[src/rtl/proc_pkg.sv]
// Shared encodings for the basic-CPU instruction sequencer: opcodes, step states
// and bus-mux select bit positions.
package proc_pkg;

    typedef enum logic [1:0] {
        T0 = 2'd0,
        T1 = 2'd1,
        T2 = 2'd2,
        T3 = 2'd3
    } state_e;

    localparam logic [2:0] OP_MV   = 3'b000;
    localparam logic [2:0] OP_MVI  = 3'b001;
    localparam logic [2:0] OP_ADD  = 3'b010;
    localparam logic [2:0] OP_SUB  = 3'b011;
    localparam logic [2:0] OP_MVNZ = 3'b100;

    localparam int SEL_DIN = 0;
    localparam int SEL_G   = 1;
    localparam int SEL_R0  = 2;

endpackage

[src/rtl/dec3to8.sv]
// 3-to-8 one-hot decoder with enable; all outputs low when disabled.
module dec3to8 (
    input  logic       en_i,
    input  logic [2:0] sel_i,
    output logic [7:0] dec_o
);

    always_comb begin
        dec_o = '0;
        if (en_i) begin
            dec_o[sel_i] = 1'b1;
        end
    end

endmodule

[src/rtl/proc_control.sv]
// Instruction-sequencing FSM: captures a 9-bit instruction in T0 and steps the
// datapath (bus mux select, register/A/G loads, add/sub mode) through T1..T3.
module proc_control
    import proc_pkg::*;
#(
    parameter int WORD = 16,
    parameter int NREG = 8
) (
    input  logic            clock,
    input  logic            resetn,
    input  logic            run,
    input  logic [WORD-1:0] din,
    input  logic            g_nz,
    output logic [NREG+1:0] select,
    output logic [NREG-1:0] rin,
    output logic            ain,
    output logic            gin,
    output logic            addsub,
    output logic [8:0]      ir,
    output logic            busy,
    output logic            done
);

    state_e     state_q, state_d;
    logic [8:0] ir_q, ir_d;

    logic [2:0] opcode, rx, ry;
    logic       sel_din, sel_g;
    logic       rsel_en, rsel_use_ry;
    logic       rin_en;
    logic [2:0] rsel_idx;
    logic [7:0] sel_regs;
    logic [7:0] rin_dec;

    assign opcode = ir_q[8:6];
    assign rx     = ir_q[5:3];
    assign ry     = ir_q[2:0];

    // NOTE: state uses non-blocking assignments so every flop samples pre-edge values.
    always_ff @(posedge clock) begin
        if (!resetn) begin
            state_q <= T0;
            ir_q    <= '0;
        end else begin
            state_q <= state_d;
            ir_q    <= ir_d;
        end
    end

    // NOTE: every output of this block gets a default first, so no path infers a latch.
    always_comb begin
        state_d     = state_q;
        ir_d        = ir_q;
        sel_din     = 1'b0;
        sel_g       = 1'b0;
        rsel_en     = 1'b0;
        rsel_use_ry = 1'b0;
        rin_en      = 1'b0;
        ain         = 1'b0;
        gin         = 1'b0;
        addsub      = 1'b0;
        done        = 1'b0;

        case (state_q)
            T0: begin
                if (run) begin
                    ir_d    = din[8:0];
                    state_d = T1;
                end
            end
            T1: begin
                case (opcode)
                    OP_MV: begin
                        rsel_en     = 1'b1;
                        rsel_use_ry = 1'b1;
                        rin_en      = 1'b1;
                        done        = 1'b1;
                    end
                    OP_MVI: begin
                        sel_din = 1'b1;
                        rin_en  = 1'b1;
                        done    = 1'b1;
                    end
                    OP_ADD, OP_SUB: begin
                        rsel_en = 1'b1;
                        ain     = 1'b1;
                        state_d = T2;
                    end
                    OP_MVNZ: begin
                        // Conditional move: the step always completes, writes only if G != 0.
                        rsel_en     = g_nz;
                        rsel_use_ry = 1'b1;
                        rin_en      = g_nz;
                        done        = 1'b1;
                    end
                    default: begin
                        done = 1'b1;
                    end
                endcase
            end
            T2: begin
                rsel_en     = 1'b1;
                rsel_use_ry = 1'b1;
                gin         = 1'b1;
                addsub      = (opcode == OP_SUB);
                state_d     = T3;
            end
            T3: begin
                sel_g  = 1'b1;
                rin_en = 1'b1;
                done   = 1'b1;
            end
            default: begin
                state_d = T0;
            end
        endcase

        if (done) begin
            state_d = T0;
        end
    end

    assign rsel_idx = rsel_use_ry ? ry : rx;

    dec3to8 u_sel_dec (
        .en_i  (rsel_en),
        .sel_i (rsel_idx),
        .dec_o (sel_regs)
    );

    dec3to8 u_rin_dec (
        .en_i  (rin_en),
        .sel_i (rx),
        .dec_o (rin_dec)
    );

    always_comb begin
        select           = '0;
        select[SEL_DIN]  = sel_din;
        select[SEL_G]    = sel_g;
        select[SEL_R0 +: NREG] = sel_regs;
    end

    assign rin  = rin_dec;
    assign ir   = ir_q;
    assign busy = (state_q != T0);

    a_select_onehot0 : assert property (@(posedge clock) disable iff (!resetn) $onehot0(select));
    a_rin_onehot0    : assert property (@(posedge clock) disable iff (!resetn) $onehot0(rin));
    a_gin_rin_excl   : assert property (@(posedge clock) disable iff (!resetn) !(gin && (|rin)));

endmodule

[config.mk]
export PLATFORM = sky130hd
export DESIGN_NAME = proc_control
export DESIGN_NICKNAME = d
export VERILOG_FILES = /design/src/rtl/proc_pkg.sv /design/src/rtl/dec3to8.sv /design/src/rtl/proc_control.sv
export SDC_FILE = /design/constraint.sdc
export NUM_CORES = 1
export LEC_CHECK = 0
export CAP_MARGIN = 20
export CORE_ASPECT_RATIO = 0.75
export CORE_UTILIZATION = 30
export DETAILED_ROUTE_END_ITERATION = 7
export PLACE_DENSITY_LB_ADDON = 0.2
export SYNTH_ARGS = -nofsm -noshare
export SYNTH_HDL_FRONTEND = slang
export SYNTH_SLANG_ARGS = --single-unit
[constraint.sdc]
create_clock -name clock -period 2.9 [get_ports clock]
set_input_delay 0.58 -clock clock [delete_from_list [all_inputs] [get_ports clock]]
set_output_delay 0.58 -clock clock [all_outputs]
set_load 0.05 [all_outputs]
After elaboration in Yosys (flattened, before gate mapping). Cells that the tools add are included.

Input bits: 20. Register bits: 11.

Equal/unequal tests: 9. Order comparisons: 4. Bitwise logic cells: 1. Muxes and demuxes: 25. Reductions and logical operators: 13.

Operators by type and width (number): 8-bit two-way mux (2); 1-bit one-hot mux with 2 select lines (6); 1-bit two-way mux (11); 3-bit by 4-bit < comparator with 1-bit output (second input constant) (2); 2-bit OR reduction (4); 1-bit demux with 3-bit select (2); 3-bit by 2-bit == test with 1-bit output (second input constant) (2); 3-bit by 1-bit greater-or-equal comparator with 1-bit output (second input constant) (2); 2-bit one-hot mux with 3 select lines (1); 2-bit == test (second input constant) (2); 2-bit two-way mux (2); 3-bit by 1-bit == test with 1-bit output (second input constant) (1); 3-bit == test (second input constant) (1); 3-bit logical NOT (1); 3-bit two-way mux (1); 3-bit AND reduction (1); 3-bit nonzero test (1); 3-bit OR reduction (1); 2-bit by 1-bit == test with 1-bit output (second input constant) (1); 1-bit logical AND (2); 2-bit logical NOT (1); 2-bit by 1-bit inequality test with 1-bit output (second input constant) (1); 2-bit inequality test (second input constant) (1); 2-bit AND reduction (1); other kinds (2) (2).

Longest topological paths before layout.
Word-level depth: 10. Gate-level depth with buffers: 6. Mapped depth without buffers: 5.

By module. Synthesis repeated with hierarchy kept, for this count alone.

Cells, all modules: 98. Area, all modules: 862.1 µm².

Modules (own cells, without submodules): proc_control (cells an instance 82, times used 1, area each 670.6 µm², sequential area each 220.2 µm²); dec3to8 at u_sel_dec (cells an instance 8, times used 1, area each 96.3 µm², sequential area each 0.0 µm²); dec3to8 at u_rin_dec (cells an instance 8, times used 1, area each 95.1 µm², sequential area each 0.0 µm²).

Worst setup path before layout. No wires, ideal clock.

Path type: reg2out. Start point: register state_q[0]. End point: output port select[4]. Stages on the path, launching flop included: 7. Slack: -205 ps. Arrival time: 2525 ps. Path buffers: 1. Cells stage by stage: dfxtp_1 > inv_1 > ha_1 > clkbuf_1 > nor2b_1 > nand2_1 > o32ai_1.

Longest elaborated chain between the ends: 8. Elaborated cells between the ends (all ways): 11. Those cells by class: order compare (2); eq/ne (2); mux (6); reduce/logical (1).

Ends and longest elaborated chain: start, declared (line proc_control.sv:24) `state_e state_q, state_d;`; start signal, assigned (line proc_control.sv:45) `state_q <= state_d;`; 2-bit == test or 2-bit by 1-bit == test with 1-bit output (tied branches) (line proc_control.sv:64) `case (state_q)`; 1-bit one-hot mux with 2 select lines (line proc_control.sv:64); 3-bit two-way mux (line proc_control.sv:123) `assign rsel_idx = rsel_use_ry ? ry : rx;`; 3-bit by 4-bit < comparator with 1-bit output (implied by the code) or 3-bit by 1-bit greater-or-equal comparator with 1-bit output (tied branches) (line dec3to8.sv:11) `dec_o[sel_i] = 1'b1;`; 1-bit logical AND (implied by the code) (line dec3to8.sv:11); 1-bit two-way mux (implied by the code) (line dec3to8.sv:11); 1-bit demux with 3-bit select; 8-bit two-way mux * (line dec3to8.sv:10) `if (en_i) begin`; end, declared (line proc_control.sv:14) `output logic [NREG+1:0] select,`.

Mark *: on every way between the ends. The rest lies on a longest branch, timed or not.

Final worst setup path.
Start point: register state_q[1]. End point: output port select[0].

Longest elaborated chain between the ends: 2.

Ends and longest elaborated chain (line): 2-bit by 1-bit == test with 1-bit output (proc_control.sv:64); 1-bit two-way mux (proc_control.sv:64).

No other way between the ends.

==> results by group <==
Global routing
  • Final global-route overflow total: 0
  • Largest net degree at the start of global routing: 13
  • Global-route wire length before repair: 4.28 mm
  • Initial antenna violation count: 0
  • GRT Total Usage: 17.0%
  • Vias in the first global route: 888

Power
  • Internal: 0.542 mW
  • Worst VDD drop: 0.397 mV
  • Sequential Power Share: 22.3%
  • Leakage: between 0.5 and 0.6 nW
  • Sw frac: between 50% and 60%
  • P_sw: 0.582 mW
  • Pwr dens: 750 nW/µm²
  • Combinational power share: 64.1%
  • Clock share of power: 13.6%

Yosys
  • Sequential fraction of the synthesis area: 24.1%
  • Synth unique cells: 31
  • Xor/xnor share of the synthesized area: 0%
  • Area share of and/or/nand/nor cells after synthesis: 34.2%
  • Avg Synthesized Cell Area: approximately 7.2 µm²
  • Mapped Nets: 152
  • Adder-Cell Fraction of Synth Area: between 8 and 9%
  • Synth Warn #: 0
  • Count of flip-flops with a built-in enable after synthesis: 0
  • Area contributors post-synth: dfxtp_1 (24%), nand3_1 (8.8%), ha_1 (8.2%)
  • Post-synthesis compound-gate area fraction: 23.6%
  • Cell area after synthesis: 912 µm²
  • Commonest cells post-synth: nand2_1 (16), nand3_1 (16), a21oi_1 (14), dfxtp_1 (11), inv_1 (9)
  • Cells after Synth: 126
  • Flop and latch count out of synthesis: 11
  • Largest family of logic cells by synthesized area: simple AND/OR/NAND/NOR gates
  • Largest area contributor in the netlist: dfxtp_1
  • Post-synth top flop: dfxtp_1
  • Multiplexer area fraction after synthesis: 1.23%
  • Ys async rst share: 0%
  • Synth top area share: 24.1%

Setup path
  • Crit path launch type: register
  • Worst R2R End: state_q[0]$_SDFFE_PP0P_
  • Reg2reg start: state_q[0]$_SDFFE_PP0P_
  • Largest stage delay, worst path: ~0.79 ns
  • Worst-path maximum fanout: 9
  • Worst Setup Path Type: register to output port
  • Cell count of the worst reg-to-reg path: 5
  • CP Data Required Time: 2.32 ns
  • Critical path endpoint category: output port
  • Crit-path cells: inv_1 -> ha_1 -> and2b_4 -> and3_1 -> clkdlybuf4s50_1
  • Slowest cell on crit path: clkdlybuf4s50_1
  • Reg2Reg Setup Slack: about 0.94 ns
  • Critical path arrival: 2.18 ns
  • Critical path's top delay family: buffers and inverters
  • WP buf/inv: 2

Timing
  • Worst-Margin Slew: 0.522 ns
  • Peak Freq: 362 MHz
  • Hold WS: around 0.53 ns
  • Setup_tns: 0 ns
  • Final setup viols: 0
  • Worst slew margin relative to its limit: 65.1%
  • Unrepaired setup endpoints after global routing: no
  • Final Max Slew Viols: 0
  • Fin crit period: 2.76 ns
  • Final Hold Fails: 0
  • Tcrit/Tclk final: 95.1%
  • Skew final: ~0.00076 ns

Clock tree
  • Num CTS Buffers: 3
  • Worst-Skew Late Latency: ~0.24 ns
  • Reg clk slew, reported paths: ~0.050 ns
  • Clk sinks: 11
  • # hold bufs at CTS: 0
  • Max Buffers Root-to-Sink: 2
  • Htree depth: 1
  • Clk root buf: clkbuf_8
  • Postcts setup bufs: 0
  • CTS tree: yes
  • Post-cts repair resize count: 0

Place
  • GP Congestion: 0.792
  • Port bufs: 44
  • Final HPWL DP: 2.12 mm
  • Placed Cells: roughly 200

Layout
  • Fin util: 54.6%
  • Fillcell total: 254
  • # diodes: 0
  • Layout area overhead: 64.2%
  • Non-filler cells in the finished layout: 200
  • Layout cells sized above 1: ~15%
  • Fin nets: between 150 and 200

Floorplanning
  • Die Area: 3270 µm²
  • DIE HEIGHT: 49.8 µm
  • Die width: 65.7 µm
  • Initial Util: roughly a third
  • I/O pins: 52
  • Core area: 2740 µm²
  • FP Rows: 16

Drt
  • WL per Instance: 13.4 µm
  • Routed Wire Length: 2.69 mm
  • Vias per cell: 5.13
  • Vias: 1026
  • Drt pass-1 iters: 4
  • Drc violations: 0
  • Iteration-0 DRC Markers: 39
  • Post-route ant nets: 0

Worst hold path
  • Sink of the worst hold path: ir[6]$_SDFFE_PN0P_
  • Worst hold path type: register to register
  • Worst Hold Launch: ir[6]$_SDFFE_PN0P_
  • Hold Crit Depth: 2

Job
  • MaxCap Viol Count: 0

Run status
  • Status: complete, no violations
==> flip-flops by register name (all words and copies together), names as in the netlist <==
register and count:
state_q 2, ir 9
==> how the worst max path moves through the flow <==
stage / startpoint / endpoint / slack (ns) / cells after the start
6_report: state_q[1]$_SDFFE_PP0P_ / select[0] / 0.14 / 5
5_1_grt: state_q[0]$_SDFFE_PP0P_ / select[2] / 0.02 / 6
4_1_cts: state_q[1]$_SDFFE_PP0P_ / select[0] / 0.14 / 5
3_5_place_dp: g_nz / select[3] / 0.30 / 5
3_3_place_gp: g_nz / select[3] / 0.31 / 5
2_1_floorplan: ir[7]$_SDFFE_PN0P_ / rin[0] / 0.06 / 3
==> cell type report <==
cell class	instances	area, µm²	share of cell area [%]
timing repair buffer	44	526	35.1
tap	36	45.0	3.01
multi-input combinational	96	628	41.9
clock buffer	4	45.0	3.01
sequential	11	220	14.7
inverter	9	33.8	2.26
==> worst reg2reg max path, delay by kind of cell (launching register included) <==
kind                     cells  cell delay (ns)
buffers and inverters        1             0.11
adder cells (fa/ha/maj)      1             0.35
AO/OA/AOI/OAI                2             0.75
AND/OR/NAND/NOR              1             0.21
flip-flops                   1             0.41
==> stage by stage <==
step	power, mW	instance area [µm²]	worst slack [ns]
global placement	0.953	1450	0.312
CTS	1.12	1500	0.143
floorplan	0.748	927	0.0557
detailed placement	0.966	1450	0.303
global route	1.19	1500	0.0205
finish	1.12	1500	0.141
==> routing by layer <==
metal / GRT usage [%] / vias to the layer above / wire [µm]
met4: 8.33 / 0 / 46
met5: 0 / - / 0
met3: 2.55 / 5 / 204
met1: 23.2 / 451 / 1290
met2: 25.7 / 46 / 1150
li1: - / 524 / -
==> kinds of logic after synthesis <==
group | count (synthesis)
and+or+nand+nor | 56
AOI/OAI and AO/OA | 33
buffers and inverters | 19
DFF | 11
adders and majority gates | 6
muxes | 1
==> power groups by stage <==
| stage | clock, mW | sequential [mW] | combinational (mW) |
|---|---|---|---|
| after CTS | 0.158 | 0.249 | 0.717 |
| after global routing | 0.162 | 0.259 | 0.765 |
| final | 0.153 | 0.250 | 0.720 |
| after detailed placement | 0 | 0.252 | 0.714 |
| after floorplan | 0 | 0.298 | 0.450 |
| after global placement | 0 | 0.247 | 0.706 |
==> cell usage in the layout (no fill, tap or decap), types with 6 or more instances in the layout <==
| cell | instances |
|---|---|
| clkdlybuf4s50_1 | 28 |
| nand2_1 | 16 |
| nand3_1 | 16 |
| a21oi_1 | 14 |
| dfxtp_1 | 11 |
| buf_12 | 10 |
| inv_1 | 9 |
| nor2b_1 | 6 |
| ha_1 | 6 |
| buf_4 | 6 |
No activity file was read; power rests on OpenSTA's default activity.
